<file path="src/rtl/ls_seq_pkg.sv">
// Shared constants for the load/store sequencer: opcodes, FSM encoding, default widths.
package ls_seq_pkg;

  localparam int unsigned DefAddrW   = 8;
  localparam int unsigned DefDataW   = 16;
  localparam int unsigned DefRegAw   = 3;
  localparam int unsigned DefTimeout = 15;

  localparam logic [1:0] OP_LOAD  = 2'b00;
  localparam logic [1:0] OP_STORE = 2'b11;

  typedef enum logic [1:0] {
    StIdle   = 2'd0,
    StLdWait = 2'd1,
    StLdWb   = 2'd2,
    StStWait = 2'd3
  } state_e;

endpackage

</file>
<file path="src/rtl/ls_timeout_ctr.sv">
// Wait-cycle counter: cleared on entry to a wait state, counts un-acked cycles and
// saturates at TIMEOUT, where expired is raised.
module ls_timeout_ctr #(
  parameter int unsigned TIMEOUT = 15,
  parameter int unsigned CNT_W   = 8
) (
  input  logic clk,
  input  logic rst_n,
  input  logic clr,
  input  logic en,
  output logic expired
);

  logic [CNT_W-1:0] cnt_q, cnt_d;

  // Counter register
  always_ff @(posedge clk or negedge rst_n) begin
    if (!rst_n) cnt_q <= '0;
    else        cnt_q <= cnt_d;
  end

  // Clear has priority; stop counting once the limit is hit
  always_comb begin
    cnt_d = cnt_q;
    if (clr)                 cnt_d = '0;
    else if (en && !expired) cnt_d = cnt_q + CNT_W'(1);
  end

  assign expired = (cnt_q == CNT_W'(TIMEOUT));

endmodule

</file>
<file path="src/rtl/ls_sequencer.sv">
// Load/store sequencer: accepts one instruction at a time, issues a single memory request,
// writes load data back to the register file and reports done / illegal / timeout pulses.
// Store done, illegal and timeout pulses are registered and appear the cycle after the event.
module ls_sequencer
  import ls_seq_pkg::*;
#(
  parameter int unsigned ADDR_W  = DefAddrW,
  parameter int unsigned DATA_W  = DefDataW,
  parameter int unsigned REG_AW  = DefRegAw,
  parameter int unsigned TIMEOUT = DefTimeout
) (
  input  logic              clk,
  input  logic              rst_n,
  input  logic              instr_valid,
  output logic              instr_ready,
  input  logic [1:0]        opcode,
  input  logic [ADDR_W-1:0] instr_addr,
  input  logic [REG_AW-1:0] instr_reg,
  output logic              mem_req,
  output logic              mem_we,
  output logic [ADDR_W-1:0] mem_addr,
  output logic [DATA_W-1:0] mem_wdata,
  input  logic              mem_ack,
  input  logic [DATA_W-1:0] mem_rdata,
  output logic [REG_AW-1:0] rf_raddr,
  input  logic [DATA_W-1:0] rf_rdata,
  output logic              rf_we,
  output logic [REG_AW-1:0] rf_waddr,
  output logic [DATA_W-1:0] rf_wdata,
  output logic              busy,
  output logic              done,
  output logic              err_illegal,
  output logic              err_timeout
);

  state_e            state_q, state_d;
  logic [ADDR_W-1:0] addr_q, addr_d;
  logic [REG_AW-1:0] reg_q, reg_d;
  logic [DATA_W-1:0] data_q, data_d;  // store data on accept, load data on ack
  logic              st_done_q, st_done_d;
  logic              err_ill_q, err_ill_d;
  logic              err_to_q, err_to_d;

  logic accept, is_load, is_store, in_wait, expired;

  assign accept   = instr_valid & instr_ready;
  assign is_load  = (opcode == OP_LOAD);
  assign is_store = (opcode == OP_STORE);
  assign in_wait  = (state_q == StLdWait) || (state_q == StStWait);

  ls_timeout_ctr #(
    .TIMEOUT (TIMEOUT),
    .CNT_W   (8)
  ) u_timeout_ctr (
    .clk     (clk),
    .rst_n   (rst_n),
    .clr     (accept),
    .en      (in_wait & ~mem_ack),
    .expired (expired)
  );

  // State and datapath registers
  always_ff @(posedge clk or negedge rst_n) begin
    if (!rst_n) begin
      state_q   <= StIdle;
      addr_q    <= '0;
      reg_q     <= '0;
      data_q    <= '0;
      st_done_q <= 1'b0;
      err_ill_q <= 1'b0;
      err_to_q  <= 1'b0;
    end else begin
      state_q   <= state_d;
      addr_q    <= addr_d;
      reg_q     <= reg_d;
      data_q    <= data_d;
      st_done_q <= st_done_d;
      err_ill_q <= err_ill_d;
      err_to_q  <= err_to_d;
    end
  end

  // Next-state, field latching and pulse generation
  always_comb begin
    state_d   = state_q;
    addr_d    = addr_q;
    reg_d     = reg_q;
    data_d    = data_q;
    st_done_d = 1'b0;
    err_ill_d = 1'b0;
    err_to_d  = 1'b0;
    unique case (state_q)
      StIdle: begin
        if (accept) begin
          if (is_load || is_store) begin
            addr_d  = instr_addr;
            reg_d   = instr_reg;
            state_d = is_load ? StLdWait : StStWait;
            if (is_store) data_d = rf_rdata;
          end else begin
            err_ill_d = 1'b1;
          end
        end
      end
      StLdWait: begin
        // Ack on the expiry cycle still counts as success
        if (mem_ack) begin
          data_d  = mem_rdata;
          state_d = StLdWb;
        end else if (expired) begin
          err_to_d = 1'b1;
          state_d  = StIdle;
        end
      end
      StLdWb: state_d = StIdle;
      StStWait: begin
        if (mem_ack) begin
          st_done_d = 1'b1;
          state_d   = StIdle;
        end else if (expired) begin
          err_to_d = 1'b1;
          state_d  = StIdle;
        end
      end
      default: state_d = StIdle;
    endcase
  end

  // Outputs decoded from state and latched fields
  always_comb begin
    instr_ready = (state_q == StIdle) && rst_n;
    busy        = (state_q != StIdle);
    mem_req     = in_wait;
    mem_we      = (state_q == StStWait);
    mem_addr    = addr_q;
    mem_wdata   = data_q;
    rf_raddr    = (state_q == StIdle) ? instr_reg : reg_q;
    rf_we       = (state_q == StLdWb);
    rf_waddr    = reg_q;
    rf_wdata    = data_q;
    done        = (state_q == StLdWb) || st_done_q;
    err_illegal = err_ill_q;
    err_timeout = err_to_q;
  end

endmodule

</file>
<file path="config.mk">
export PLATFORM = sky130hd
export DESIGN_NAME = ls_sequencer
export DESIGN_NICKNAME = d
export VERILOG_FILES = /design/src/rtl/ls_seq_pkg.sv /design/src/rtl/ls_timeout_ctr.sv /design/src/rtl/ls_sequencer.sv
export SDC_FILE = /design/constraint.sdc
export NUM_CORES = 1
export LEC_CHECK = 0
export ABC_CLOCK_PERIOD_IN_PS = 1600
export BUFFER_PORTS_ARGS = -buffer_cell sky130_fd_sc_hd__buf_2
export CORE_MARGIN = 2
export CORE_UTILIZATION = 41
export CTS_CLUSTER_SIZE = 16
export DETAILED_ROUTE_END_ITERATION = 8
export GPL_TIMING_DRIVEN = 0
export HOLD_SLACK_MARGIN = 0.1
export PLACE_DENSITY = 0.87
export SYNTH_ARGS = -nofsm -noshare
export SYNTH_HDL_FRONTEND = slang
export SYNTH_HIERARCHICAL = 1
export SYNTH_SLANG_ARGS = --single-unit
export TNS_END_PERCENT = 5
</file>
<file path="constraint.sdc">
create_clock -name clk -period 1.6 [get_ports clk]
set_input_delay 0.08 -clock clk [delete_from_list [all_inputs] [get_ports clk]]
set_output_delay 0.08 -clock clk [all_outputs]
set_load 0.01 [all_outputs]
</file>
# After elaboration in Yosys (flattened, before gate mapping)
# Cells that the tools add are included.
# Widths: inputs -> output; s select.
[op_classes]
bitwise = 3
muxes = 23
add_sub_neg = 1
reduce_logical = 15
n_eq_ne = 9
[op_table]
columns = ["op", "count"]
rows = [
  ["$mux 16", 4],
  ["$pmux 16 s2", 1],
  ["$mux 8", 2],
  ["$mux 2", 6],
  ["$add 8x1->8 const B", 1],
  ["$eq 8x4->1 const B", 1],
  ["$mux 1", 8],
  ["$ne 2x2->1 const B", 4],
  ["$pmux 2 s4", 1],
  ["$eq 2x2->1 const B", 3],
  ["$reduce_bool 2->1", 3],
  ["$reduce_and 5->1", 1],
  ["$logic_not 2->1", 2],
  ["$logic_or 1x1->1", 3],
  ["$mux 3", 1],
  ["$reduce_and 3->1", 1],
  ["$and 1x1->1", 2],
  ["$eq 2x1->1 const B", 1],
  ["$logic_and 1x1->1", 2],
  ["$reduce_and 2->1", 1],
  ["$reduce_or 2->1", 1],
  ["$logic_not 1->1", 1],
  ["$not 1->1", 1],
]
[word_totals]
wordCells = 59
inputBits = 49
out_inout_bits = 54
regBits = 40

# Logic depth before layout (Yosys ltp)
# Gate-level depths: netlist (run 1).
[logic_depth]
word_depth = 6
mapped_depth = 6
mapped_depth_nobuf = 5

# Cells and area by module
# Netlist (run 1), hierarchy kept.
[modules_own_cells]
columns = ["module", "area_each_um2", "instances", "seq_area_each_um2", "cells_each"]
rows = [
  ["ls_sequencer", 1604.0, 1, 800.8, 134],
  ["ls_timeout_ctr", 441.7, 1, 200.2, 43],
]

# Worst setup path after synthesis (run 1)
# No wires, ideal clock.
[synth_timing]
path_type = "register to register"
startpoint = "register state_q[1]"
endpoint = "register addr_q[0], in the netlist mem_addr[0]"
stages_incl_launch_ff = 6
period_less_slack_ns = 1.673
arrival_ns = 1.548
required_time_ns = 1.475
setup_ns = 0.125
setup_slack_ns = -0.073
n_path_buf = 1
path_cell_list = "dfrtp_1 > nor2_2 > inv_1 > nor3_4 > buf_4 > mux2_2"
[synth_via]
elab_chain_cells = 4
[synth_rtl]
columns = ["element", "line_no", "source"]
rows = [
  ["start: declaration", "ls_sequencer.sv:36", "state_e state_q, state_d;"],
  ["start signal: assignment", "ls_sequencer.sv:65", "state_q <= StIdle;"],
  ["start signal: assignment", "ls_sequencer.sv:73", "state_q <= state_d;"],
  ["$logic_not 2->1 (*)", "ls_sequencer.sv:92, ls_sequencer.sv:131", ""],
  ["$logic_and 1x1->1", "ls_sequencer.sv:131", "instr_ready = (state_q == StIdle) && rst_n;"],
  ["$and 1x1->1", "ls_sequencer.sv:46", "assign accept = instr_valid & instr_ready;"],
  ["$reduce_and 3->1 (no line) (*)", "--", ""],
  ["end signal: assignment", "ls_sequencer.sv:74", "addr_q <= addr_d;"],
  ["end: declaration", "ls_sequencer.sv:37", "logic [ADDR_W-1:0] addr_q, addr_d;"],
]
# Every way passes the cells marked *; elsewhere a longest branch is shown, timed or not.
# A chain may end at the register's enable or synchronous reset.

# Worst setup path after layout (run 1)
[layout_timing]
startpoint = "register state_q[0]"
endpoint = "register data_q[15], in the netlist mem_wdata[15]"
[layout_via]
elab_chain_cells = 5
word_cells_on_any_way = 11
classes_between = "eq/ne (5); mux (1); bitwise (1); reduce/logical (4)"
[layout_rtl]
columns = ["element", "line_no", "source"]
rows = [
  ["$logic_not 2->1", "ls_sequencer.sv:92, ls_sequencer.sv:131", ""],
  ["$logic_and 1x1->1", "ls_sequencer.sv:131", ""],
  ["$and 1x1->1", "ls_sequencer.sv:46", ""],
  ["$ne 2x2->1 (no line)", "--", ""],
  ["$reduce_and 5->1 (no line)", "--", ""],
  ["end signal: assignment", "ls_sequencer.sv:76", "data_q <= data_d;"],
  ["end: declaration", "ls_sequencer.sv:39", "logic [DATA_W-1:0] data_q, data_d;"],
]
# Parallel ways exist; a longest one is shown, timed or not.

==> results of run 1 <==
[final timing paths]
check | startpoint | to | slack [ns] | cells past startpoint
setup / recovery | state_q[0] | mem_wdata[15] | -0.03 | 4
hold / removal | rf_rdata[0] | mem_wdata[0] | 0.1 | 3
setup reg to reg | state_q[0] | mem_wdata[15] | -0.03 | 4
hold reg to reg | mem_addr[1] | mem_addr[1] | 0.51 | 1
max in group asynchronous | rst_n | state_q[1] | 1.01 | 3
min in group asynchronous | rst_n | mem_wdata[8] | 0.39 | 3
[worst max-delay path, delay by kind of cell, from the launching register on]
kind / cells / cell delay [ns]
and+or+nand+nor: 1 / 0.56
DFF: 1 / 0.49
AOI/OAI and AO/OA: 2 / 0.36
buffers and inverters: 1 / 0.16
[placed cells by master (no fill, tap or decap), drive strengths merged, types with 4 or more instances in the layout]
| cell | count |
|---|---|
| buf | 128 |
| dfrtp | 40 |
| dlygate4sd3 | 31 |
| a21oi | 15 |
| mux2 | 15 |
| or2 | 13 |
| o221a | 12 |
| clkbuf | 9 |
| inv | 8 |
| o21ai | 5 |
| nor2 | 5 |
| o32ai | 4 |
[layer usage]
| layer | vias to the layer above | routed length, um | global-route usage |
|---|---|---|---|
| met3 | 23 | 361 | 0.0576 |
| met2 | 97 | 2860 | 0.388 |
| met4 | 0 | 200 | 0.0813 |
| li1 | 925 | - | - |
| met5 | - | 0 | 0 |
| met1 | 922 | 2090 | 0.214 |
[cells by family (layout without fill, tap and decap cells)]
group	Yosys count	count (layout)
buffers and inverters	31	179
muxes	17	17
AOI/OAI and AO/OA	40	40
and+or+nand+nor	46	46
DFF	40	40
adders and majority gates	3	3
[report_power, final]
part / total (W) / switching (W) / internal [W]
registers: 0.00153 / 0.000223 / 0.00131
logic: 0.00170 / 0.000734 / 0.000968
clock network: 0.000826 / 0.000364 / 0.000461
[registers in the layout (all words and copies together) (netlist names)]
| register | cells |
|---|---|
| u_timeout_ctr/cnt_q | 8 |
| state_q | 2 |
| err_timeout | 1 |
| err_illegal | 1 |
| rf_waddr | 3 |
| st_done_q | 1 |
| mem_addr | 8 |
| mem_wdata | 16 |
[stage by stage]
step	setup WS [ns]	hold WS, ns	setup TNS, ns	util	power (W)
finish	-0.0337	0.0953	-0.269	0.671	0.00406
global route	-0.0983	0.125	-1.21	0.671	0.00433
CTS	-0.0447	-0.224	-0.408	0.657	0.00405
detailed placement	-0.743	0.270	-19.34	0.557	0.00314
global placement	-0.689	0.257	-17.30	0.557	0.00308
floorplan	0.00686	-0.216	0	-	0.00248
[layout make-up]
type | instances | area share
Tap cell | 67 | 0.0263
Inverter | 8 | 0.00941
Timing Repair Buffer | 140 | 0.282
Buffer | 23 | 0.0529
Clock buffer | 5 | 0.0216
Clock inverter | 3 | 0.0133
Sequential cell | 40 | 0.315
Multi-Input combinational cell | 106 | 0.280
[repair_timing]
item | in CTS | in global routing
endpoints found under the setup margin | 34 | 30
buffers inserted | 4 | 2
endpoints found under the hold margin | 68 | 40
pin swaps | 2 | 2
hold buffers | 30 | 2
gates resized for setup | 10 | 5
==> metrics.txt, run 1 <==
Yosys top cell by area dfrtp_1; Area Overhead vs Synth 56.0%; WL per Instance 14.1 um; CP Data Required Time 1.84 ns; detailed placement HPWL 3.56 mm; Post-Synth XOR/XNOR Area 0; Hold WC Path Type input port to flop; Clk Latency, worst-skew pair 0.30 ns; PwrDens 1270 nW/um2; critical path's largest stage delay 0.56 ns; largest net degree at the start of global routing 44; dominant synthesized flop cell dfrtp_1; max-cap violations 0; critical path launch point type flop; fin area 3190 um2; placed cell count 346; DRT Wirelength 5.51 mm; post-synthesis mux area share 0.0942; FP Rows 25; Tcrit/Tclk final 1.02; DRT Pass-1 Iters 4; CTS tree built; Starting Density 0.430; initial detailed-routing violation count 97; FFs w/ async S/R, synth 1.00; kind of end point of the critical path flop; die height 74.6 um; kind of critical path flop to flop; slowest CP cell or4b_4; vias per inst 5.02; area fraction in and, or, nand and nor cells after synthesis 0.153; top cells by area, synth dfrtp_1 49%, mux2_2 7.7%, buf_4 6.6%, o221a_2 6.6%, or2_2 4.0%; Synth top area share 0.489; Worst-Margin Slew 0.394 ns; clock-pin slew on the worst setup and hold paths 0.08 ns; compound-gate portion of the synthesized area 0.155; unrepaired setup endpoints after global routing true; ratio of cells with drive above 1 in the final layout 0.591; CTS HTree Levels 2; routability cong. 0.834; Post-Layout Cell Count 392; Ports 103; Worst EP arrival 1.87 ns; Final setup viols 10; via count 1,967; clock sink count 40; initial antenna violation count 0; Total Routing Usage GR 0.206; CTS Buf Count 5; post-synthesis cell type count 40; LEAKAGE 1.51 nW; post-synthesis sequential element count 40; setup ws final -0.0337 ns; minimum clock period 1.63 ns; CTS Root Cell clkbuf_8; failing checks negative setup slack; Overflow after GRT 0; Filler cells 372; syn avg cell area 11.6 um2; Syn Inst Count 177; Antenna Cells 0; register area share after synthesis 0.489; first-pass GRT wire length 8.56 mm; post-synthesis cell area 2050 um2; warnings from Yosys 6; IO Port Bufs 102; Slew Viols, Final 0; most frequent cell after synthesis dfrtp_1; achievable frequency 612 MHz; Slew Limit Headroom 0.737; Die Wd 74.6 um; number of global-route vias before repair 1,965; DP Area 2650 um2; Core Area 4750 um2; Max VDD drop 0.810 mV; largest family of logic cells by synthesized area compound AO/OA/AOI/OAI gates; critical-path cell list or4b_4 > o21ai_4 > buf_6 > o221a_2; synth cell count leaders 40 x dfrtp_1, 18 x buf_4, 15 x a21oi_1; critical path peak fanout 10; syn nets 229; multi-input logic area 893 um2; Adder-Cell Fraction of Synth Area 0.0183; nets 376; Final Hold Fails 0; Post-synth EDFFs 0; Clock Tree Buf Depth 2; antenna viol nets, final 0; status finished with violations; Remaining DRCs 0; DIE AREA 5570 um2; clk_skew 0.00365 ns; FF/Latch Area 1000 um2
Note: power is estimated with default switching activity, not from simulation.
==> run 2: changes to the inputs <==
--- a/config.mk
+++ b/config.mk
@@ -14,6 +14,7 @@
 export GPL_TIMING_DRIVEN = 0
 export HOLD_SLACK_MARGIN = 0.1
 export PLACE_DENSITY = 0.87
+export SKIP_CTS_REPAIR_TIMING = 1
 export SYNTH_ARGS = -nofsm -noshare
 export SYNTH_HDL_FRONTEND = slang
 export SYNTH_HIERARCHICAL = 1
==> metrics.txt, run 2 (same netlist as run 1, synthesis figures left out) <==
status finished with violations; failing checks negative setup slack; initial detailed-routing violation count 61; Tcrit/Tclk final 1.05; clock sink count 40; Clock Tree Buf Depth 2; critical path launch point type flop; LEAKAGE 1.55 nW; critical path's largest stage delay 0.57 ns; critical-path cell list or4b_4 > o21ai_4 > buf_6 > o221a_4; routability cong. 0.834; Slew Viols, Final 0; pre-CTS setup slack -0.743 ns; clock-pin slew on the worst setup and hold paths 0.08 ns; achievable frequency 596 MHz; detailed placement HPWL 3.56 mm; Worst-Margin Slew 0.384 ns; critical path peak fanout 6; via count 1,943; Max VDD drop 0.799 mV; Filler cells 371; placed cell count 346; max-cap violations 0; DRT Pass-1 Iters 4; Post-Layout Cell Count 393; Clk Latency, worst-skew pair 0.29 ns; CTS tree built; Slew Limit Headroom 0.744; kind of critical path flop to flop; FP Rows 25; antenna viol nets, final 0; Area Overhead vs Synth 59.0%; Pwr Total 0.00417 W; CTS Buf Count 5; Remaining DRCs 0; DRT Wirelength 5.63 mm; number of global-route vias before repair 1,676; unrepaired setup endpoints after global routing true; CTS HTree Levels 2; Final Hold Fails 0; max FFs per register 16; Hold WC Path Type input port to flop; Starting Density 0.430; Total Routing Usage GR 0.171; CP Data Required Time 1.83 ns; initial antenna violation count 0; Core Area 4750 um2; vias per inst 4.94; kind of end point of the critical path flop; die height 74.6 um; Crit path buffers/inverters 1; DIE AREA 5570 um2; slowest CP cell or4b_4; Ports 103; minimum clock period 1.68 ns; CTS Root Cell clkbuf_8; ratio of cells with drive above 1 in the final layout 0.601; IO Port Bufs 102; clk_skew 0.00575 ns; largest delay contributor family on the critical path simple AND/OR/NAND/NOR gates; Worst EP arrival 1.91 ns; Die Wd 74.6 um; Final setup viols 16; most frequent cells in the layout 102 x buf_2, 38 x dfrtp_1, 27 x dlygate4sd3_1; commonest non-fill, non-tap cell in the layout buf_2; Antenna Cells 0; setup ws final -0.0786 ns; PwrDens 1280 nW/um2; largest net degree at the start of global routing 44; WL per Instance 14.3 um; Overflow after GRT 0; nets 377; first-pass GRT wire length 7.21 mm
==> run 2: cell types whose count changed in the layout (fill, tap and decap cells not counted), moves of 3 or more <==
cell,delta
o221a_4,+5
mux2_4,+7
mux2_2,-7
buf_4,+3
dlygate4sd3_1,-4
o221a_2,-5
==> run 2: per-stage QoR <==
step	hold slack (ns)	util	area, um2	TNS, ns
4_1_cts	-0.0528	0.581	2760	-8.79
2_1_floorplan	-0.216	-	2050	0
3_5_place_dp	0.270	0.557	2650	-19.34
5_1_grt	0.109	0.684	3250	-1.80
6_report	0.0878	0.684	3250	-0.888
3_3_place_gp	0.257	0.557	2650	-17.30
==> run 2: routing by layer <==
layer / wire, um / track usage / vias up
met5: 0 / 0 / -
met2: 3000 / 0.316 / 84
met4: 133 / 0.0536 / 0
met1: 2170 / 0.189 / 921
li1: - / - / 924
met3: 326 / 0.0482 / 14
==> run 2: path summary, 6_finish.rpt <==
path,start,endpoint,slack [ns],cells past startpoint
min,mem_rdata[0],mem_wdata[0],0.09,3
min in group asynchronous,rst_n,mem_wdata[8],0.39,3
max,state_q[0],mem_wdata[4],-0.08,4
max in group asynchronous,rst_n,state_q[1],1.00,3
min reg2reg,mem_addr[1],mem_addr[1],0.51,1
max reg2reg,state_q[0],mem_wdata[4],-0.08,4
==> run 2: layout make-up <==
cell class	count	area [um2]	share of cell area
well taps	67	83.8	0.0258
clock inverters	3	42.5	0.0131
repair buffers	141	901	0.277
clock buffers	5	68.8	0.0212
flip-flops and latches	40	1000	0.309
plain buffers	23	164	0.0504
multi-input cells	106	958	0.295
inverters	8	30.0	0.00923
==> run 2: power by group <==
part | total [W] | switching, W | internal (W)
Clock | 0.000814 | 0.000353 | 0.000461
Sequential | 0.00155 | 0.000240 | 0.00131
Combinational | 0.00181 | 0.000749 | 0.00106
==> run 2: worst reg2reg max path, delay by kind of cell (launching register included) <==
family	cells	cell delay, ns
buffers and inverters	1	0.17
AND/OR/NAND/NOR	1	0.58
flip-flops	1	0.48
AO/OA/AOI/OAI	2	0.40
==> run 3: changes to the inputs <==
--- a/config.mk
+++ b/config.mk
@@ -5,15 +5,14 @@
 export SDC_FILE = /design/constraint.sdc
 export NUM_CORES = 1
 export LEC_CHECK = 0
-export ABC_CLOCK_PERIOD_IN_PS = 1600
 export BUFFER_PORTS_ARGS = -buffer_cell sky130_fd_sc_hd__buf_2
 export CORE_MARGIN = 2
-export CORE_UTILIZATION = 41
+export CORE_UTILIZATION = 45
 export CTS_CLUSTER_SIZE = 16
 export DETAILED_ROUTE_END_ITERATION = 8
 export GPL_TIMING_DRIVEN = 0
 export HOLD_SLACK_MARGIN = 0.1
-export PLACE_DENSITY = 0.87
+export PLACE_DENSITY = 0.9
 export SKIP_CTS_REPAIR_TIMING = 1
 export SYNTH_ARGS = -nofsm -noshare
 export SYNTH_HDL_FRONTEND = slang
==> constraint.sdc (replaced) <==
create_clock -name clk -period 1.8 [get_ports clk]
set_input_delay 0.09 -clock clk [delete_from_list [all_inputs] [get_ports clk]]
set_output_delay 0.09 -clock clk [all_outputs]
set_load 0.01 [all_outputs]
==> metrics.txt, run 3 (same netlist as run 1, synthesis figures left out) <==
routability cong. 0.853; unrepaired setup endpoints after global routing true; Clk pwr share 0.181; NetSw 0.00118 W; CTS HTree Levels 2; Total Routing Usage GR 0.190; Clk Latency, worst-skew pair 0.29 ns; PwrDens 1150 nW/um2; clk_skew 0.00327 ns; Worst-Margin Slew 0.392 ns; clock-pin slew on the worst setup and hold paths 0.08 ns; commonest non-fill, non-tap cell in the layout buf_2; FP Rows 24; max-cap violations 0; LEAKAGE 1.45 nW; worst reg2reg startpoint state_q[1]; Area Overhead vs Synth 48.2%; Core Area 4350 um2; number of global-route vias before repair 1,682; critical path peak fanout 10; kind of end point of the critical path flop; largest net degree at the start of global routing 44; DP Area 2620 um2; WL per Instance 15.1 um; kind of critical path flop to flop; die height 71.4 um; antenna viol nets, final 0; fin area 3030 um2; Worst Reg-to-Reg Cells 4; DRT Wirelength 5.50 mm; Internal Power 0.00231 W; CP Data Required Time 2.03 ns; max FFs per register 16; Max VDD drop 0.583 mV; R2R Path End mem_wdata[14]; clock sink count 40; Filler cells 335; status finished clean; DIE AREA 5100 um2; net switching fraction of the power 0.338; Slew Limit Headroom 0.739; Pwr Total 0.00349 W; Starting Density 0.470; Remaining DRCs 0; achievable frequency 581 MHz; multi-input logic area 881 um2; CTS tree built; Final Hold Fails 0; critical path launch point type flop; vias per inst 5.18; crit path to mem_wdata[14]; Seq pwr share 0.396; Tcrit/Tclk final 0.957; minimum clock period 1.72 ns; nets 364; reg-to-reg slack, setup 0.08 ns; Setup crit start state_q[1]; Hold WC Path Type input port to flop; initial detailed-routing violation count 64; detailed placement HPWL 3.54 mm; via count 1,889; CTS Buf Count 5; ratio of cells with drive above 1 in the final layout 0.588; first-pass GRT wire length 7.58 mm; Ports 103; Worst EP arrival 1.96 ns; Overflow after GRT 0; Antenna Cells 0; FF/Latch Area 1000 um2; combinational power share 0.423; Slew Viols, Final 0; initial antenna violation count 0; CTS Root Cell clkbuf_8; most frequent cells in the layout 102 x buf_2, 38 x dfrtp_1, 25 x dlygate4sd3_1; IO Port Bufs 102; Die Wd 71.4 um; Clock Tree Buf Depth 2; Final setup viols 0; DRT Pass-1 Iters 4
[run 3: stage by stage]
| step | setup slack, ns | std cells | setup TNS [ns] | hold slack, ns | utilization |
|---|---|---|---|---|---|
| 2_1_floorplan | 0.127 | 177 | 0 | -0.206 | - |
| 3_3_place_gp | -0.502 | 331 | -10.14 | 0.265 | 0.602 |
| 3_5_place_dp | -0.544 | 331 | -11.49 | 0.267 | 0.602 |
| 4_1_cts | -0.219 | 339 | -2.00 | -0.0547 | 0.624 |
| 5_1_grt | -0.0127 | 365 | -0.0212 | 0.101 | 0.696 |
| 6_report | 0.0783 | 365 | 0 | 0.0707 | 0.696 |
[run 3: critical path: stages (launching register included)]
cell and delay [ns]:
dfrtp_2 0.49, or4b_4 0.59, o21ai_2 0.21, buf_6 0.17, o221a_2 0.19
[run 3: worst min path at each step]
stage	from	to	slack, ns	depth (start not counted)
finish	mem_rdata[6]	mem_wdata[6]	0.07	3
global route	mem_rdata[6]	mem_wdata[6]	0.10	3
global placement	rst_n	st_done_q	0.27	1
CTS	rst_n	mem_wdata[15]	-0.05	1
floorplan	rst_n	err_illegal	-0.21	0
detailed placement	rst_n	st_done_q	0.27	1
[run 3: final cells by class]
type | count | area share
Multi-Input combinational cell | 106 | 0.291
Buffer | 23 | 0.0541
Clock inverter | 2 | 0.00495
Clock buffer | 6 | 0.0272
Timing Repair Buffer | 128 | 0.261
Tap cell | 52 | 0.0215
Sequential cell | 40 | 0.331
Inverter | 8 | 0.00991
[run 3: power by group through the flow]
stage               registers [W]  clock network (W)  logic (W)
floorplan                 0.00148                  0   0.000720
global placement          0.00136                  0    0.00137
detailed placement        0.00139                  0    0.00141
CTS                       0.00137           0.000649    0.00141
global route              0.00141           0.000677    0.00159
finish                    0.00138           0.000634    0.00148
[run 3: metal layers]
| layer | routed length [um] | vias up | track usage | part of all wire |
|---|---|---|---|---|
| li1 | - | 905 | - | - |
| met1 | 2110 | 904 | 0.236 | 0.38 |
| met2 | 2990 | 72 | 0.321 | 0.54 |
| met3 | 299 | 8 | 0.0450 | 0.054 |
| met4 | 95 | 0 | 0.0734 | 0.017 |
| met5 | 0 | - | 0 | 0 |
